### config.mk
export PLATFORM = sky130hd
export DESIGN_NAME = multi_channel_phase_timer
export DESIGN_NICKNAME = d
export VERILOG_FILES = /design/src/rtl/multi_channel_phase_timer_pkg.sv /design/src/rtl/multi_channel_phase_timer_channel.sv /design/src/rtl/multi_channel_phase_timer.sv
export SDC_FILE = /design/constraint.sdc
export NUM_CORES = 1
export LEC_CHECK = 0
export ABC_AREA = 1
export CORE_ASPECT_RATIO = 1.25
export CORE_MARGIN = 1.5
export CORE_UTILIZATION = 60
export CTS_BUF_LIST = sky130_fd_sc_hd__clkbuf_16
export CTS_CLUSTER_SIZE = 14
export DETAILED_ROUTE_END_ITERATION = 10
export DONT_BUFFER_PORTS = 1
export PLACE_DENSITY_LB_ADDON = 0.1
export SETUP_SLACK_MARGIN = 0.2
export SLEW_MARGIN = 15
export SYNTH_ARGS = -nofsm -noshare
export SYNTH_HDL_FRONTEND = slang
export SYNTH_HIERARCHICAL = 1
export SYNTH_SLANG_ARGS = --single-unit
### constraint.sdc
create_clock -name clk -period 3.4 [get_ports clk]
set_clock_uncertainty 0.15 [all_clocks]
set_input_delay 0.34 -clock clk [delete_from_list [all_inputs] [get_ports clk]]
set_output_delay 0.34 -clock clk [all_outputs]
set_load 0.01 [all_outputs]
### src/rtl/multi_channel_phase_timer_pkg.sv
// ---------------------------------------------------------------------------
// phase_timer_pkg
// Shared constants and helpers for the multi-channel phase timer.
//   DEF_NUM_CH / DEF_WIDTH / DEF_PRESCALE : default parameter values
//   ch_lsb()          : lowest bit of channel ch inside a packed NUM_CH*WIDTH bus
//   prescale_width()  : width of the shared prescale counter (at least 1 bit)
// ---------------------------------------------------------------------------
package phase_timer_pkg;

    localparam int unsigned DEF_NUM_CH   = 4;
    localparam int unsigned DEF_WIDTH    = 7;
    localparam int unsigned DEF_PRESCALE = 10;

    function automatic int unsigned ch_lsb(input int unsigned ch, input int unsigned width);
        return ch * width;
    endfunction

    function automatic int unsigned prescale_width(input int unsigned prescale);
        return (prescale > 2) ? $clog2(prescale) : 1;
    endfunction

endpackage

### src/rtl/multi_channel_phase_timer_channel.sv
// ---------------------------------------------------------------------------
// phase_timer_channel
// One countdown channel: count register, reload register, expire register and
// the priority mux between them (rst > load > decrement > reload > hold).
// Ports:
//   clk, rst     : clock, synchronous active-high reset
//   ld           : load strobe (per-channel load already ORed with emg_load)
//   down         : count enable
//   auto_reload  : 1 = reload from reload register at zero, 0 = saturate at zero
//   tick         : count tick from the shared prescaler (constant 1 without it)
//   load_val     : value written to both count and reload registers on ld
//   count        : current count
//   is_zero      : combinational count == 0
//   expire       : registered one-cycle pulse on the 1 -> 0 step
// ---------------------------------------------------------------------------
module phase_timer_channel
    import phase_timer_pkg::*;
#(
    parameter int unsigned WIDTH = DEF_WIDTH
) (
    input  logic             clk,
    input  logic             rst,
    input  logic             ld,
    input  logic             down,
    input  logic             auto_reload,
    input  logic             tick,
    input  logic [WIDTH-1:0] load_val,
    output logic [WIDTH-1:0] count,
    output logic             is_zero,
    output logic             expire
);

    logic [WIDTH-1:0] count_q, count_d;
    logic [WIDTH-1:0] reload_q, reload_d;
    logic             expire_q, expire_d;

    always_comb begin
        count_d  = count_q;
        reload_d = reload_q;
        expire_d = 1'b0;
        if (ld) begin
            // A load always wins, which also swallows a coincident 1 -> 0 expire.
            count_d  = load_val;
            reload_d = load_val;
        end else if (down && tick) begin
            if (count_q != '0) begin
                count_d  = count_q - 1'b1;
                expire_d = (count_q == WIDTH'(1));
            end else if (auto_reload) begin
                // Reload only after one visible tick at zero: period is N+1 ticks.
                count_d = reload_q;
            end
        end
    end

    always_ff @(posedge clk) begin
        if (rst) begin
            count_q  <= '0;
            reload_q <= '0;
            expire_q <= 1'b0;
        end else begin
            count_q  <= count_d;
            reload_q <= reload_d;
            expire_q <= expire_d;
        end
    end

    assign count   = count_q;
    assign is_zero = (count_q == '0);
    assign expire  = expire_q;

endmodule

### src/rtl/multi_channel_phase_timer.sv
// ---------------------------------------------------------------------------
// multi_channel_phase_timer
// NUM_CH independent countdown timers for the traffic-light phase FSM.
// Optional shared tick prescaler, compiled in with PHASE_TIMER_PRESCALE_EN;
// without it every clk cycle is a count tick and PRESCALE is only range-checked.
// Ports:
//   clk          : system clock
//   rst          : synchronous active-high reset
//   emg_load     : global emergency load, ORed into every channel's load
//   load         : per-channel load strobe
//   down         : per-channel count enable
//   auto_reload  : per-channel mode (1 = auto-reload, 0 = one-shot)
//   load_val     : packed load values, channel i at [i*WIDTH +: WIDTH]
//   curr_count   : packed current counts, same packing
//   is_zero      : per-channel count == 0 (combinational)
//   expire       : per-channel registered 1 -> 0 pulse
// ---------------------------------------------------------------------------
module multi_channel_phase_timer
    import phase_timer_pkg::*;
#(
    parameter int unsigned NUM_CH   = DEF_NUM_CH,
    parameter int unsigned WIDTH    = DEF_WIDTH,
    parameter int unsigned PRESCALE = DEF_PRESCALE
) (
    input  logic                    clk,
    input  logic                    rst,
    input  logic                    emg_load,
    input  logic [NUM_CH-1:0]       load,
    input  logic [NUM_CH-1:0]       down,
    input  logic [NUM_CH-1:0]       auto_reload,
    input  logic [NUM_CH*WIDTH-1:0] load_val,
    output logic [NUM_CH*WIDTH-1:0] curr_count,
    output logic [NUM_CH-1:0]       is_zero,
    output logic [NUM_CH-1:0]       expire
);

    if (NUM_CH < 1) begin : g_bad_num_ch
        $error("NUM_CH must be >= 1");
    end
    if (WIDTH < 2) begin : g_bad_width
        $error("WIDTH must be >= 2");
    end
    if (PRESCALE < 2) begin : g_bad_prescale
        $error("PRESCALE must be >= 2");
    end

    logic tick;

`ifdef PHASE_TIMER_PRESCALE_EN
    localparam int unsigned     PS_W    = prescale_width(PRESCALE);
    localparam logic [PS_W-1:0] PS_LAST = PS_W'(PRESCALE - 1);

    logic [PS_W-1:0] ps_q, ps_d;

    // Free-running: loads never realign the prescaler.
    always_comb begin
        ps_d = (ps_q == PS_LAST) ? '0 : ps_q + 1'b1;
    end

    always_ff @(posedge clk) begin
        if (rst) begin
            ps_q <= '0;
        end else begin
            ps_q <= ps_d;
        end
    end

    assign tick = (ps_q == PS_LAST);
`else
    assign tick = 1'b1;
`endif

    for (genvar i = 0; i < NUM_CH; i++) begin : g_ch
        localparam int unsigned LSB = ch_lsb(i, WIDTH);

        phase_timer_channel #(
            .WIDTH (WIDTH)
        ) u_ch (
            .clk         (clk),
            .rst         (rst),
            .ld          (load[i] | emg_load),
            .down        (down[i]),
            .auto_reload (auto_reload[i]),
            .tick        (tick),
            .load_val    (load_val[LSB +: WIDTH]),
            .count       (curr_count[LSB +: WIDTH]),
            .is_zero     (is_zero[i]),
            .expire      (expire[i])
        );
    end

endmodule

; ---- Word-level counts from Yosys, hierarchy flattened
; Cells that the tools add are included.
[totals]
ff_bits = 60
latchBits = 0
ram_bits = 0
mem_bits_ro = 0
in_bits = 43
out_inout_bits = 36
wordCells = 72
mem_count = 0
[op_classes]
n_addsub = 4
mul = 0
n_div = 0
order_cmp = 0
n_eq_ne = 4
n_shift = 0
muxes = 16
n_bitwise = 12
n_reduce_logical = 24
[ops]
columns = operator, count
row1 = $mux 7, 16
row2 = $eq 7x1->1 const B, 4
row3 = $logic_not 7->1, 4
row4 = $reduce_bool 7->1, 4
row5 = $sub 7x1->7 const B, 4
row6 = $reduce_or 4->1, 4
row7 = $reduce_bool 3->1, 4
row8 = $not 1->1, 8
row9 = $reduce_and 2->1, 4
row10 = $reduce_bool 2->1, 4
row11 = $or 1x1->1, 4

; ---- Depth between registers and ports, before layout
; Gate-level depths: netlist (run 1).
[depth]
word_depth = 4
mapped_depth = 11
ltp_nobuf = 11

; ---- Hierarchy
; Netlist (run 1), hierarchy kept.
[by_module_without_submodules]
columns = module, instances, cells_each, area_each_um2
row1 = phase_timer_channel, 4, 141, 918.4
row2 = multi_channel_phase_timer, 1, 10, 37.5

; ---- Worst setup path before layout (run 1)
; OpenSTA, ideal clock, no wires.
[synth_timing]
path_type = reg-to-reg
startpoint = register g_ch[0].u_ch.count_q[0]
endpoint = register g_ch[0].u_ch.count_q[6]
t_arrival_ns = 1.322
path_slack_ns = 1.816
path_stages_with_launch = 12
path_cell_list = dfxtp_1 -> inv_1 -> ha_1 -> inv_1 -> nor2_1 -> nand2_2 -> nand2_2 -> nand2_1 -> nand2_1 -> inv_1 -> nor2_1 -> nor2_1
[synth_via]
elab_chain_cells = 4
word_cells_on_any_way = 7
[synth_lines]
columns = item, line_no
row1 = from (decl), multi_channel_phase_timer_channel.sv:33  ; logic [WIDTH-1:0] count_q, count_d;
row2 = from (signal assigned), multi_channel_phase_timer_channel.sv:62  ; count_q <= count_d;
row3 = $sub 7x1->7 or $reduce_bool 7->1 (tied branches), "multi_channel_phase_timer_channel.sv:47, multi_channel_phase_timer_channel.sv:46"
row4 = $mux 7, multi_channel_phase_timer_channel.sv:46  ; if (count_q != '0) begin
row5 = $mux 7, multi_channel_phase_timer_channel.sv:45  ; end else if (down && tick) begin
row6 = $mux 7, multi_channel_phase_timer_channel.sv:41  ; if (ld) begin
; Parallel ways exist; a longest one is shown, timed or not. The select of a mux whose other input is x is not followed.
; A chain may end at the register's enable or synchronous reset.

; ---- Worst setup path after layout (run 1)
[layout_timing]
startpoint = register g_ch[1].u_ch.count_q[0]
endpoint = output port is_zero[1]
[layout_via]
elab_chain_cells = 1
[layout_lines]
columns = item, line_no
row1 = from (decl), multi_channel_phase_timer_channel.sv:33
row2 = from (signal assigned), multi_channel_phase_timer_channel.sv:62
row3 = $logic_not 7->1, multi_channel_phase_timer_channel.sv:69  ; assign is_zero = (count_q == '0);
row4 = to (decl), multi_channel_phase_timer.sv:33  ; output logic [NUM_CH-1:0] is_zero,
; No other way between the ends.

==> reports/metrics.cfg, run 1 <==
[place]
port_buffers=0
place_congestion=0.883
hpwl_um=6410
place_area_mm2=0.00379

[route]
routedWlPerCell_um=13.2
post-route-drc-count=0
vias=3528
vias_per_cell=5.28
totalWireLength_um=8790
dr.pass1.iters=7
antenna_left=0
drt-initial-drc-count=235

[layout]
antenna-diode-count=0
seqCellArea_mm2=0.00120
multi_input_area_mm2=0.00223
final_area_mm2=0.00405
layout-drive-gt1-share_pct=9.39
syn_to_final_growth_pct=9.20
nets=636
fill_cells=528

[power]
power_density_mw_per_mm2=535
ir_worst_vdd_v=0.000394
p_leak_nw=2.27

[timing]
finalMaxSlewViolations=0
finalSetupTns_ns=0
rsz0062_at_grt=false
max_freq_mhz=535
setup_viol=0
finalCritPeriodShare_pct=55.0
hold_viol=0
holdWs_ns=0.0204
fin_crit_ns=1.87
worst-slew-pin-transition_ns=1.13
slew-limit-headroom_pct=24.3

[clock_tree]
clk_root_buffer_cell=clkbuf_16
post_cts_buffers=0
cts_sinks=60
clock_latency_ns=0.33
clk_pin_slew_ns=0.05
cts_hold_buf=1
clockBufferDepth=2
cts_tree=built
cts_resized=0
cts_buffers=9
cts_max_level=3

[grt]
grt_pass1_vias=3201
grt.total_usage_pct=27.4
grt-ovfl-total=0
grt_max_degree=29
antenna_found_initial=0
grt_pass1_wl_um=14300

[critical_path]
required_ns=2.91
reg2reg_slack_ns=1.55
cp.arrival_ns=1.38
critPathLaunchType=flop
crit_type=reg -> out
crit_path_end_kind=output pin
cp_max_fo=6

[synthesis]
async_flop_share_pct=0
yosys_warnings=6
synth_top_area_share_pct=32.4
syn_avg_cell_area_um2=6.47
yosysTopAreaCell=dfxtp_1
ys.flop_type=dfxtp_1
netlist_area_mm2=0.00371
synth_cell_type_count=19
syn_inst=574
synth_edf_count=0
synthTopCellsByArea=dfxtp_1, nand2_1, nand3_1
seq_area_frac_synth_pct=32.4
synth-seq-cells=60
synth_common_cells=nand2_1, nor2_1, nand3_1, dfxtp_1, inv_1
synth.most_common_cell=nand2_1

[floorplanning]
fp.coreArea_mm2=0.00590
dieHeight_um=90.9
pin_count=79
die_x_um=73.3
rows=31
start_util_pct=62.9
die_area_mm2=0.00667

[outcome]
outcome=completed

[flow_run]
cap_violations=0

[worst_hold_path]
min_path_type=in -> reg

[layout by cell type (no fill, tap or decap), drive strengths merged]
| master | instances |
|---|---|
| nand2 | 208 |
| nor2 | 96 |
| inv | 72 |
| nand3 | 64 |
| dfxtp | 60 |
| a21oi | 40 |
| ha | 12 |
| clkbuf | 9 |
| nand3b | 4 |
| conb | 4 |
| xor2 | 4 |
| nand4 | 4 |
| nor4 | 4 |
| clkinv | 4 |
| dlygate4sd3 | 1 |
[area by class of cell]
type                    instances  share of cell area (%)
multi-input cells             440                    55.0
flip-flops and latches         60                    29.6
inverters                      69                    6.39
clock buffers                   9                    5.56
well taps                      82                    2.53
clock inverters                 7                   0.679
repair buffers                  1                   0.247
[power by group]
part | leakage, nW | internal (W) | total (W) | switching [W]
clock | 0.136 | 0.000475 | 0.000782 | 0.000307
sequential | 0.498 | 0.000762 | 0.000842 | 0.0000805
combinational | 1.64 | 0.000191 | 0.000543 | 0.000352
total | 2.27 | 0.00143 | 0.00217 | 0.000740
[worst max-delay path, stage by stage, from the launching register on]
cell and delay [ns]:
dfxtp_1 0.36, inv_1 0.18, ha_1 0.26, nand2_4 0.08, nor2_8 0.16
[cell families (layout without fill, tap and decap cells)]
| kind of cell | after synthesis | in the layout | synth area share (%) |
|---|---|---|---|
| compound gates | 40 | 40 | 5.39 |
| flops | 60 | 60 | 32.4 |
| buf+inv | 77 | 86 | 7.92 |
| other cells | 1 | 4 | 0.101 |
| fa+ha+maj | 12 | 12 | 4.05 |
| simple gates | 380 | 380 | 49.2 |
| xor+xnor | 4 | 4 | 0.944 |
[path summary, 6_finish.rpt]
path	depth (start not counted)	to	from
max	4	is_zero[1]	g_ch[1].u_ch/count[0]$_SDFFE_PP0P_
min reg2reg	2	g_ch[2].u_ch/reload_q[3]$_SDFFE_PP0P_	g_ch[2].u_ch/reload_q[3]$_SDFFE_PP0P_
max reg2reg	11	g_ch[1].u_ch/count[4]$_SDFFE_PP0P_	g_ch[1].u_ch/count[0]$_SDFFE_PP0P_
min	2	g_ch[1].u_ch/expire$_SDFF_PP0_	down[1]
[through the flow]
step	power [W]	utilization, %	std cells	setup WS, ns
2_1_floorplan	0.00129	-	577	1.82
3_3_place_gp	0.00138	64.3	651	1.56
3_5_place_dp	0.00139	64.3	651	1.56
4_1_cts	0.00218	68.7	668	1.52
5_1_grt	0.00230	68.7	668	1.36
6_report	0.00217	68.7	668	1.53
[routing by layer]
layer  up-vias  GRT usage, %  share of wire (%)
met4         0          14.0                2.8
met2       132          45.8                 48
met5         -             0                  0
li1       1809             -                  -
met3        21          4.77                6.3
met1      1566          32.8                 43
[sequential cells by signal, summed over array words and instances (netlist names)]
signal and cells:
g_ch.u_ch/count 28, g_ch.u_ch/expire 4, g_ch.u_ch/reload_q 28
Note: power is estimated with default switching activity, not from simulation.
==> inputs of run 2 (changes only) <==
clock period = 1.8 ns   (was 3.4 ns; I/O delays follow)
==> run 2 against run 1 <==
First-iteration DRC count rose by 68%; count of clock-buffer cells in the layout did not move; routed wire length rose by 38%; sequential share of layout area fell by 5.8 points; die area did not move; critical path depth rose by 5; setup slack got worse by 1.4 ns; clock power rose by 89%; via count rose by 21%; cell count rose by 15%; critical path type is now reg -> reg; critical endpoint is now g_ch[3].u_ch/count[2]$_SDFFE_PP0P_; highest routed layer unchanged.
==> reports/metrics.cfg, run 2 (same netlist as run 1, synthesis figures left out) <==
[timing]
finalCritPeriodShare_pct=91.1
max_freq_mhz=610
finalSetupTns_ns=0
fin_crit_ns=1.64
setup_ws_ns=0.160
setup_viol=0
finalMaxSlewViolations=0
rsz0062_at_grt=true
hold_viol=0

[layout]
final_area_mm2=0.00515
antenna-diode-count=0
final_cell_mix=nand2_1, nor2_1, nand3_1
final_common_cell=nand2_1
layout-drive-gt1-share_pct=22.2
nets=740
syn_to_final_growth_pct=38.8

[place]
place_area_mm2=0.00393
port_buffers=0
hpwl_um=6470
dp_slack_ns=0.00938
place_congestion=0.925

[floorplanning]
die_x_um=73.3
rows=31
fp.coreArea_mm2=0.00590
pin_count=79
start_util_pct=62.9
die_area_mm2=0.00667
dieHeight_um=90.9

[clock_tree]
cts_tree=built
cts_sinks=60
clk_root_buffer_cell=clkbuf_16
cts_buffers=9
clk_pin_slew_ns=0.05
cts_max_level=3
clockBufferDepth=2
clock_latency_ns=0.33

[route]
antenna_left=0
post-route-drc-count=0
totalWireLength_um=12100
dr.pass1.iters=6
drt-initial-drc-count=395
vias=4262
vias_per_cell=5.54
routedWlPerCell_um=15.7

[power]
combPwrFrac_pct=32.4
clockPowerShare_pct=32.7
power_density_mw_per_mm2=878
p_leak_nw=2.79
pwr-share-seq_pct=34.9
swShare_pct=34.6
switchingPower_w=0.00157
power.internal_w=0.00296
ir_worst_vdd_v=0.000641

[critical_path]
cp.arrival_ns=1.71
r2r_cells=9
critical-path-top-delay-family=simple AND/OR/NAND/NOR gates
cp_max_fo=8
slowest_stage=dfxtp_2
reg2reg_slack_ns=0.16
crit_cells=9
crit_chain=inv_4 > ha_4 > nand2_4 > nor2_8 > nand3b_4 > nand2_8 > nand2_2 > nand2_1 > nor2_1
crit_type=reg -> reg
critPathLaunchType=flop
path_buf_inv=1
r2r_end=g_ch[3].u_ch/count[2]$_SDFFE_PP0P_
cpPeakStageDelay_ns=0.33
crit_path_end_kind=flop
r2r-start=g_ch[3].u_ch/count[0]$_SDFFE_PP0P_
required_ns=1.87

[grt]
grt_pass1_wl_um=17300
grt_max_degree=32
grt_pass1_vias=3896
grt-ovfl-total=0
grt.total_usage_pct=33.0
antenna_found_initial=0

[outcome]
outcome=completed

[worst_hold_path]
whs_path_depth=4
min_path_type=in -> reg
worstHoldStart=load_val[4]
whs_endpoint=g_ch[0].u_ch/count[4]$_SDFFE_PP0P_

[flow_run]
cap_violations=0

-- run 2: cell types whose count changed in the layout (fill, tap and decap cells not counted), sizes merged --
cell         before  now
dlygate4sd3       1   59
buf               0   46
inv              72   70
-- run 2: final cells by class --
class                           instances  area, um2
Multi-Input combinational cell        440       2360
Sequential cell                        60       1230
Timing Repair Buffer                  105        948
Fill cell                             327        746
Inverter                               69        267
Clock buffer                            9        225
Tap cell                               82        103
Clock inverter                          5       22.5
-- run 2: power groups by stage --
stage | sequential [W] | clock [W] | combinational (W)
after floorplan | 0.00159 | 0 | 0.000855
after global placement | 0.00158 | 0 | 0.00108
after detailed placement | 0.00158 | 0 | 0.00109
after CTS | 0.00156 | 0.00148 | 0.00128
after global routing | 0.00159 | 0.00156 | 0.00158
final | 0.00158 | 0.00148 | 0.00146
-- run 2: worst reg2reg max path, cell delays in order, from the launching register on --
cell and delay, ns:
dfxtp_2 0.33, inv_4 0.08, ha_4 0.15, nand2_4 0.07
nor2_8 0.18, nand3b_4 0.19, nand2_8 0.16, nand2_2 0.08
nand2_1 0.09, nor2_1 0.05
-- run 2: repair_timing --
item,CTS,global route
setup buffers,7,20
setup endpoints to repair,24,30
gates resized for setup,14,50
pin swaps,5,25
hold buffers,60,0
cloned,0,0
endpoints found under the hold margin,57,0
-- run 2: worst max path at each step --
stage | from | endpoint | slack [ns]
after floorplan | g_ch[0].u_ch/count[0]$_SDFFE_PP0P_ | g_ch[0].u_ch/count[6]$_SDFFE_PP0P_ | 0.22
after global placement | g_ch[1].u_ch/count[1]$_SDFFE_PP0P_ | g_ch[1].u_ch/count[6]$_SDFFE_PP0P_ | 0.14
after detailed placement | g_ch[1].u_ch/count[1]$_SDFFE_PP0P_ | g_ch[1].u_ch/count[3]$_SDFFE_PP0P_ | 0.009
after CTS | g_ch[1].u_ch/count[1]$_SDFFE_PP0P_ | g_ch[1].u_ch/count[3]$_SDFFE_PP0P_ | 0.19
after global routing | g_ch[0].u_ch/count[0]$_SDFFE_PP0P_ | g_ch[0].u_ch/count[6]$_SDFFE_PP0P_ | 0.14
final | g_ch[3].u_ch/count[0]$_SDFFE_PP0P_ | g_ch[3].u_ch/count[2]$_SDFFE_PP0P_ | 0.16
-- run 2: metal layers --
metal	GRT usage [%]	up-vias	share of wire (%)
li1	-	2018	-
met5	0	-	0
met3	6.33	47	7.7
met2	58.4	239	52
met4	13.7	0	3.5
met1	37.7	1958	37
-- run 2: per-stage QoR --
step	utilization [%]	hold WS, ns	cells	total power, W
global placement	66.6	0.105	669	0.00266
global route	87.4	0.0897	770	0.00472
CTS	82.9	0.00437	750	0.00432
floorplan	-	0.187	577	0.00244
detailed placement	66.6	0.108	669	0.00268
finish	87.4	0.0597	770	0.00452
